$ cat config.mk
export PLATFORM = sky130hd
export DESIGN_NAME = cipher_packer_flat
export DESIGN_NICKNAME = d
export VERILOG_FILES = /design/src/rtl/cipher_packer_if.sv /design/src/rtl/cipher_packer.sv /design/src/flat_wrapper.sv
export SDC_FILE = /design/constraint.sdc
export NUM_CORES = 1
export LEC_CHECK = 0
export ABC_CLOCK_PERIOD_IN_PS = 6550
export CAP_MARGIN = 40
export CORE_MARGIN = 2
export CORE_UTILIZATION = 55
export DETAILED_ROUTE_END_ITERATION = 12
export PLACE_DENSITY = 0.75
export SLEW_MARGIN = 40
export SYNTH_ARGS = -nofsm -noshare
export SYNTH_HDL_FRONTEND = slang
export SYNTH_SLANG_ARGS = --single-unit
$ cat constraint.sdc
create_clock -name clk -period 6.55 [get_ports clk]
set_input_delay 1.31 -clock clk [delete_from_list [all_inputs] [get_ports clk]]
set_output_delay 1.31 -clock clk [all_outputs]
set_load 0.05 [all_outputs]
$ cat src/rtl/cipher_packer_if.sv
// Byte-in / word-out bus for cipher_packer; the flush wire only exists when PACK_FLUSH_EN is defined.
interface cipher_packer_if;
  logic [7:0]  din;
  logic        din_v;
`ifdef PACK_FLUSH_EN
  logic        flush;
`endif
  logic [31:0] dout;
  logic [2:0]  dout_bytes;
  logic        dout_v;
  logic        dout_rdy;

`ifdef PACK_FLUSH_EN
  modport master (output din, din_v, flush, dout_rdy, input dout, dout_bytes, dout_v);
  modport slave  (input din, din_v, flush, dout_rdy, output dout, dout_bytes, dout_v);
`else
  modport master (output din, din_v, dout_rdy, input dout, dout_bytes, dout_v);
  modport slave  (input din, din_v, dout_rdy, output dout, dout_bytes, dout_v);
`endif
endinterface

$ cat src/rtl/cipher_packer.sv
// Packs encrypted bytes into little-endian 32-bit words and queues them in a small FIFO.
// Optional macro PACK_FLUSH_EN adds a flush input that emits a partial word.
module cipher_packer #(
  parameter int FIFO_DEPTH = 4
) (
  input  logic                          clk,
  input  logic                          rst,
  cipher_packer_if.slave                bus,
  output logic [$clog2(FIFO_DEPTH):0]   level,
  output logic                          ovf
);
  localparam int AW    = $clog2(FIFO_DEPTH);
  localparam int LVL_W = AW + 1;

  logic [1:0]    cnt_q;
  logic [23:0]   asm_q;
  logic [AW-1:0] wr_ptr;
  logic [AW-1:0] rd_ptr;
  logic [31:0]   mem_word  [FIFO_DEPTH];
  logic [2:0]    mem_bytes [FIFO_DEPTH];

  logic [31:0] word_next;
  logic [2:0]  cnt_after;
  logic        push_req;
  logic        pop;
  logic        full;
  logic        do_push;
  logic        ovf_set;

  // Fold any same-edge byte into the pending word before deciding whether to push.
  always_comb begin
    word_next = {8'h00, asm_q};
    cnt_after = {1'b0, cnt_q};
    if (bus.din_v) begin
      word_next[{cnt_q, 3'b000} +: 8] = bus.din;
      cnt_after = cnt_after + 3'd1;
    end
    push_req = (cnt_after == 3'd4);
`ifdef PACK_FLUSH_EN
    if (bus.flush && (cnt_after != 3'd0))
      push_req = 1'b1;
`endif
  end

  assign pop     = (level != '0) && bus.dout_rdy;
  assign full    = (level == LVL_W'(FIFO_DEPTH));
  assign do_push = push_req && (!full || pop);
  assign ovf_set = push_req && full && !pop;

  always_ff @(posedge clk) begin
    if (rst) begin
      cnt_q  <= '0;
      asm_q  <= '0;
      wr_ptr <= '0;
      rd_ptr <= '0;
      level  <= '0;
      ovf    <= 1'b0;
    end else begin
      if (push_req) begin
        cnt_q <= '0;
        asm_q <= '0;
      end else begin
        cnt_q <= cnt_after[1:0];
        asm_q <= word_next[23:0];
      end
      if (do_push)
        wr_ptr <= wr_ptr + 1'b1;
      if (pop)
        rd_ptr <= rd_ptr + 1'b1;
      if (do_push && !pop)
        level <= level + 1'b1;
      else if (!do_push && pop)
        level <= level - 1'b1;
      if (ovf_set)
        ovf <= 1'b1;
    end
  end

  // Storage needs no reset; the head is masked to zero whenever the FIFO is empty.
  always_ff @(posedge clk) begin
    if (!rst && do_push) begin
      mem_word[wr_ptr]  <= word_next;
      mem_bytes[wr_ptr] <= cnt_after;
    end
  end

  assign bus.dout_v     = (level != '0);
  assign bus.dout       = bus.dout_v ? mem_word[rd_ptr]  : 32'h0;
  assign bus.dout_bytes = bus.dout_v ? mem_bytes[rd_ptr] : 3'd0;
endmodule

$ cat src/flat_wrapper.sv
// flat-port wrapper written by rule: the top's interface ports become plain ports
module cipher_packer_flat 
#(
  parameter int FIFO_DEPTH = 4
)
  (clk, rst, level, ovf, bus_din, bus_din_v, bus_dout_rdy, bus_dout, bus_dout_bytes, bus_dout_v);
  cipher_packer_if bus_i ();
  input  logic clk;
  input  logic rst;
  output logic [$clog2(FIFO_DEPTH):0] level;
  output logic ovf;
  input wire logic [$bits(bus_i.din)-1:0] bus_din;
  input wire logic [$bits(bus_i.din_v)-1:0] bus_din_v;
  input wire logic [$bits(bus_i.dout_rdy)-1:0] bus_dout_rdy;
  output wire logic [$bits(bus_i.dout)-1:0] bus_dout;
  output wire logic [$bits(bus_i.dout_bytes)-1:0] bus_dout_bytes;
  output wire logic [$bits(bus_i.dout_v)-1:0] bus_dout_v;
  assign bus_i.din = bus_din;
  assign bus_i.din_v = bus_din_v;
  assign bus_i.dout_rdy = bus_dout_rdy;
  assign bus_dout = bus_i.dout;
  assign bus_dout_bytes = bus_i.dout_bytes;
  assign bus_dout_v = bus_i.dout_v;
  cipher_packer #(.FIFO_DEPTH(FIFO_DEPTH)) u_core (.clk(clk), .rst(rst), .bus(bus_i), .level(level), .ovf(ovf));
endmodule
==> reports/qor.yml, run 1 <==
sta:
  slew_headroom: 0.578
  rsz0062_at_grt: "false"
  hold_viol: 0
  setup-tns-final_ns: 0
  finalCritPeriodShare: 0.655
  timing.final.max_slew_violations: 0
  setup_viol: 0
  worstMarginPinSlew_ns: 0.627
  min_period_ns: 4.29
  skew_ns: 0.00823
  max_freq_ghz: 0.233
yosys:
  synthCells: 435
  ys.flop_type: "edfxtp_1"
  syn-num-nets: 458
  synth-edff-count: 140
  synthArstFlopShare: 0
  synth_seq_cells: 176
  synth_seq_area_share: 0.689
  synth.top_cell.area_share: 0.588
  yosys_warnings: 0
  synth_area_mm2: 0.00715
  synth_top_area_cell: "edfxtp_1"
  synth.avg_cell_area_um2: 16.4
  netlist_top_cells_area: "edfxtp_1 59%, dfxtp_1 10%, mux4_2 9.5%"
  synthDistinctLibCells: 38
clocking:
  cts-resized-gates: 0
  cts_sinks: 176
  holdBufCountCts: 0
  cts_tree: "yes"
  clkTransAtPathRegs_ns: 0.07
  clk_path_buf_depth: 2
  post_cts_buffers: 0
  numCtsBuffers: 17
  clock_tree.root_cell: "clkbuf_16"
  worst_skew_pair.late_latency_ns: 0.42
  htree_levels: 4
finish:
  stdcell_count: 677
  regArea_mm2: 0.00493
  drive_gt1_frac: 0.158
  diodes: 0
  areaGrowthSynthToFinish_pct: 16.7
  fillers: 902
  nNetsFinal: 515
  multiInputGateArea_mm2: 0.00201
setup_path:
  worstPathRequired_ns: 5.24
  path_max_fanout: 25
  crit_family: "buffers and inverters"
  reg2reg_depth: 10
  cp.depth: 4
  crit_chain: "buf_4 > mux4_1 > nor2b_1 > clkdlybuf4s50_1"
  r2r_setup_slack_ns: 3.26
  start_kind: "register"
  cp_slowest_cell: "clkdlybuf4s50_1"
  arrival_ns: 2.98
  end_kind: "primary output"
  slowest_delay_ns: 0.73
  worst-setup-path-type: "reg2out"
  crit_buf_inv: 2
hold_path:
  hold_path.class: "reg2reg"
  holdPathStages: 2
global_route:
  grt_overflow: 0
  grt_pass1_vias: 3875
  grt_max_degree: 39
  groute.layer.met1.usage: 0.275
  busiest_layer: "met2"
  track_usage: 0.200
  antenna_found_initial: 0
  use_met2: 0.319
  met3_usage: 0.0378
  grt_pass1_wl_mm: 20.9
route:
  antenna_left: 0
  vias_per_cell: 5.50
  vias: 3722
  drc: 0
  wl_mm: 12.8
  drtIter0Drc: 312
  firstDrtPassIters: 5
  wl_per_cell_um: 19.0
power:
  ir_drop_v: 0.000583
  finalPower_w: 0.00372
  p_leak_nw: 2.79
  p_per_area_mw_per_mm2: 446
die:
  dieHeight_um: 118
  ios: 52
  die_area_mm2: 0.0139
  rows: 41
  start_util: 0.564
  die_x_um: 118
  core_mm2: 0.0127
flow_run:
  cap_violations: 0
placement:
  dpl.cell_count: 645
  place_hpwl_mm: 8.02
  io_buffers: 51
  gp_congestion: 0.798
run_status:
  outcome: "finished, final reports clean"
cells in the mapped netlist, types with 5 or more instances:
library cell,number
edfxtp_1,140
nand2_1,37
dfxtp_1,36
nor2b_1,31
mux4_2,30
nor2_1,23
a21oi_1,18
nand2b_1,16
inv_1,15
buf_2,11
ha_1,10
a2bb2oi_1,8
nand3_1,8
and2_1,6
nor2b_4,6
mux4_1,5
state kept, by name (all words and copies together) (netlist names), named ones only:
| signal | cells |
|---|---|
| u_core.asm_q | 24 |
| u_core.cnt_q | 2 |
| u_core.level | 3 |
| u_core.mem_bytes | 12 |
| u_core.mem_word | 128 |
| u_core.ovf | 1 |
| u_core.rd_ptr | 2 |
| u_core.wr_ptr | 2 |
cell type report:
type / instances / share of cell area
sequential: 176 / 0.591
multi-input combinational: 224 / 0.242
timing repair buffer: 58 / 0.0675
clock buffer: 22 / 0.0582
tap: 172 / 0.0258
clock inverter: 10 / 0.00960
inverter: 15 / 0.00675
final timing paths:
check	end	from
worst max register to register	u_core.level[2]	u_core.cnt_q[0]
worst max-delay path	bus_dout_bytes[1]	register
worst min register to register	u_core.asm_q[5]	u_core.asm_q[5]
worst min-delay path	u_core.asm_q[5]	u_core.asm_q[5]
tightest hold or removal path, stage by stage (launching register included):
cell,delay (ns)
dfxtp_1,0.30
nand2_1,0.06
a21oi_1,0.06
power breakdown:
group          internal [W]  switching (W)
logic              0.000542       0.000978
registers           0.00122      0.0000431
clock network      0.000531       0.000403
per-stage QoR:
step	area, µm²	utilization	worst slack, ns	hold WS, ns
floorplan	7150	-	3.20	0.439
global placement	7770	0.613	2.52	0.449
detailed placement	7770	0.614	2.37	0.454
CTS	8340	0.658	2.16	0.463
global route	8340	0.658	2.06	0.490
finish	8340	0.658	2.26	0.461
per-layer routing:
metal,up-vias,wire length [µm]
met1,1853,5600
met5,-,0
met3,18,679
li1,1735,-
met2,116,6350
met4,0,207
logic make-up (layout without fill, tap and decap cells):
logic type | Yosys count | after routing | synth area share
muxes | 38 | 38 | 0.117
DFF | 176 | 176 | 0.689
adders and majority gates | 11 | 11 | 0.0203
AOI/OAI and AO/OA | 31 | 31 | 0.0268
buffers and inverters | 35 | 105 | 0.0299
and+or+nand+nor | 140 | 140 | 0.112
xor gates and xnor gates | 4 | 4 | 0.00490
placed cells by master, fill, tap and decap left out, drive strengths merged, types with 2 or more instances in the layout:
| cell type | count |
|---|---|
| nor2 | 24 |
| ha | 10 |
| or2b | 2 |
| nand2 | 37 |
| xor2 | 4 |
| buf | 7 |
| nand3 | 8 |
| nor2b | 37 |
| a21oi | 18 |
| and2 | 6 |
| clkdlybuf4s50 | 51 |
| edfxtp | 140 |
| clkbuf | 22 |
| or3 | 2 |
| nor3 | 2 |
| nand2b | 16 |
| inv | 16 |
| mux4 | 35 |
| mux2i | 2 |
| clkinv | 8 |
| o21ai | 3 |
| dfxtp | 36 |
| a2bb2oi | 8 |
(Power assumes the default switching activity.)
==> run 2, diff against run 1 <==
ABC_CLOCK_PERIOD_IN_PS = 3840   (was 6550)
CORE_UTILIZATION = 52   (was 55)
clock period = 3.84 ns   (was 6.55 ns; I/O delays follow)
==> run 2 against run 1 <==
  * Global-route usage fell by 0.75 points
  * Final cell count grew 1.6%
  * Worst setup slack got worse by 1.9 ns
==> reports/qor.yml, run 2 (same netlist as run 1, synthesis figures left out) <==
sta:
  slew_headroom: 0.624
  worstMarginPinSlew_ns: 0.562
  timing.hold.ws_ns: 0.461
  finalWorstSetupSlack_ns: 0.320
  hold_viol: 0
  min_period_ns: 3.52
  skew_ns: 0.00884
  finalCritPeriodShare: 0.917
  max_freq_ghz: 0.284
  timing.final.max_slew_violations: 0
  setup_viol: 0
  setup-tns-final_ns: 0
  rsz0062_at_grt: "false"
flow_run:
  cap_violations: 0
route:
  vias_per_cell: 5.52
  wl_mm: 12.8
  antenna_left: 0
  drtIter0Drc: 310
  drc: 0
  wl_per_cell_um: 18.7
  firstDrtPassIters: 4
  vias: 3795
setup_path:
  reg2reg_depth: 10
  path_max_fanout: 26
  reg2reg_to: "u_core.level[2]"
  worstPathRequired_ns: 3.07
  r2r_setup_slack_ns: 0.99
  start_kind: "register"
  critPathCapture: "bus_dout_bytes[2]"
  arrival_ns: 2.75
  end_kind: "primary output"
  reg2reg_from: "u_core.cnt_q[0]"
  worst-setup-path-type: "reg2out"
clocking:
  worst_skew_pair.late_latency_ns: 0.42
  numCtsBuffers: 17
  cts-resized-gates: 0
  clk_path_buf_depth: 2
  htree_levels: 4
  clock_tree.root_cell: "clkbuf_16"
  holdBufCountCts: 0
  post_cts_buffers: 0
  cts_tree: "yes"
  cts_sinks: 176
  clkTransAtPathRegs_ns: 0.06
die:
  die_x_um: 121
  start_util: 0.535
  rows: 42
  ios: 52
  dieHeight_um: 121
  core_mm2: 0.0133
  die_area_mm2: 0.0147
finish:
  final_area_mm2: 0.00840
  areaGrowthSynthToFinish_pct: 17.5
  largest_reg_flops: 128
  top_register: "u_core.mem_word"
  layout_commonest_cell: "edfxtp_1"
  mostFrequentLayoutCells: "140 x edfxtp_1, 51 x clkdlybuf4s50_1, 37 x nand2_1"
  diodes: 0
  fillers: 966
  nNetsFinal: 522
  stdcell_count: 688
  top_regs: "u_core.mem_word x128, u_core.asm_q x24, u_core.mem_bytes x12"
  drive_gt1_frac: 0.164
placement:
  post_dp_cell_area_mm2: 0.00784
  dpl.cell_count: 656
  io_buffers: 51
  gp_congestion: 0.791
  place_hpwl_mm: 8.17
  dp_slack_ns: 0.655
power:
  ir_drop_v: 0.000843
  p_leak_nw: 2.83
  p_per_area_mw_per_mm2: 759
run_status:
  outcome: "finished, final reports clean"
global_route:
  antenna_found_initial: 0
  grt_pass1_vias: 3913
  track_usage: 0.193
  grt_overflow: 0
  grt_max_degree: 39
  grt_pass1_wl_mm: 20.7
hold_path:
  min_from: "u_core.asm_q[7]"
  hold_path.class: "reg2reg"
  holdPathStages: 2
## run 2: area by class of cell
| class | instances | area, µm² | share of cell area |
|---|---|---|---|
| Timing Repair Buffer | 65 | 628 | 0.0748 |
| Sequential cell | 176 | 4930 | 0.587 |
| Clock buffer | 19 | 433 | 0.0516 |
| Clock inverter | 13 | 121 | 0.0145 |
| Tap cell | 176 | 220 | 0.0262 |
| Multi-Input combinational cell | 224 | 2010 | 0.240 |
| Inverter | 15 | 56.3 | 0.00671 |
## run 2: where the power goes
group          internal, W  total [W]  switching (W)
combinational     0.000941    0.00261        0.00167
sequential         0.00208    0.00216      0.0000744
clock             0.000944    0.00161       0.000662
## run 2: routing by layer
| metal | share of wire | vias to the layer above | track usage |
|---|---|---|---|
| met5 | 0 | - | 0 |
| met4 | 0.018 | 0 | 0.0718 |
| met3 | 0.061 | 18 | 0.0489 |
| met2 | 0.49 | 129 | 0.301 |
| met1 | 0.43 | 1908 | 0.265 |
| li1 | - | 1740 | - |
## run 2: worst min-delay path by stage
stage | to | slack (ns)
global route | u_core.asm_q[16] | 0.48
detailed placement | u_core.asm_q[18] | 0.46
finish | u_core.asm_q[7] | 0.46
floorplan | u_core.asm_q[0] | 0.44
global placement | u_core.asm_q[4] | 0.45
CTS | u_core.asm_q[18] | 0.46
## run 2: worst max-delay path, cell delays in order, from the launching register on
cell and delay (ns):
dfxtp_2 0.56, buf_12 0.28, mux4_1 0.58, nor2b_1 0.15, clkdlybuf4s50_1 0.72
## run 2: per-stage QoR
step	util	total power, W
finish	0.629	0.00637
CTS	0.629	0.00644
floorplan	-	0.00413
global placement	0.588	0.00482
detailed placement	0.588	0.00484
global route	0.629	0.00663
==> run 3, diff against run 2 <==
GPL_ROUTABILITY_DRIVEN = 0   (was unset)
==> results of run 3 <==
Same layout as run 2: the final DEF is identical, and so are final timing and power.
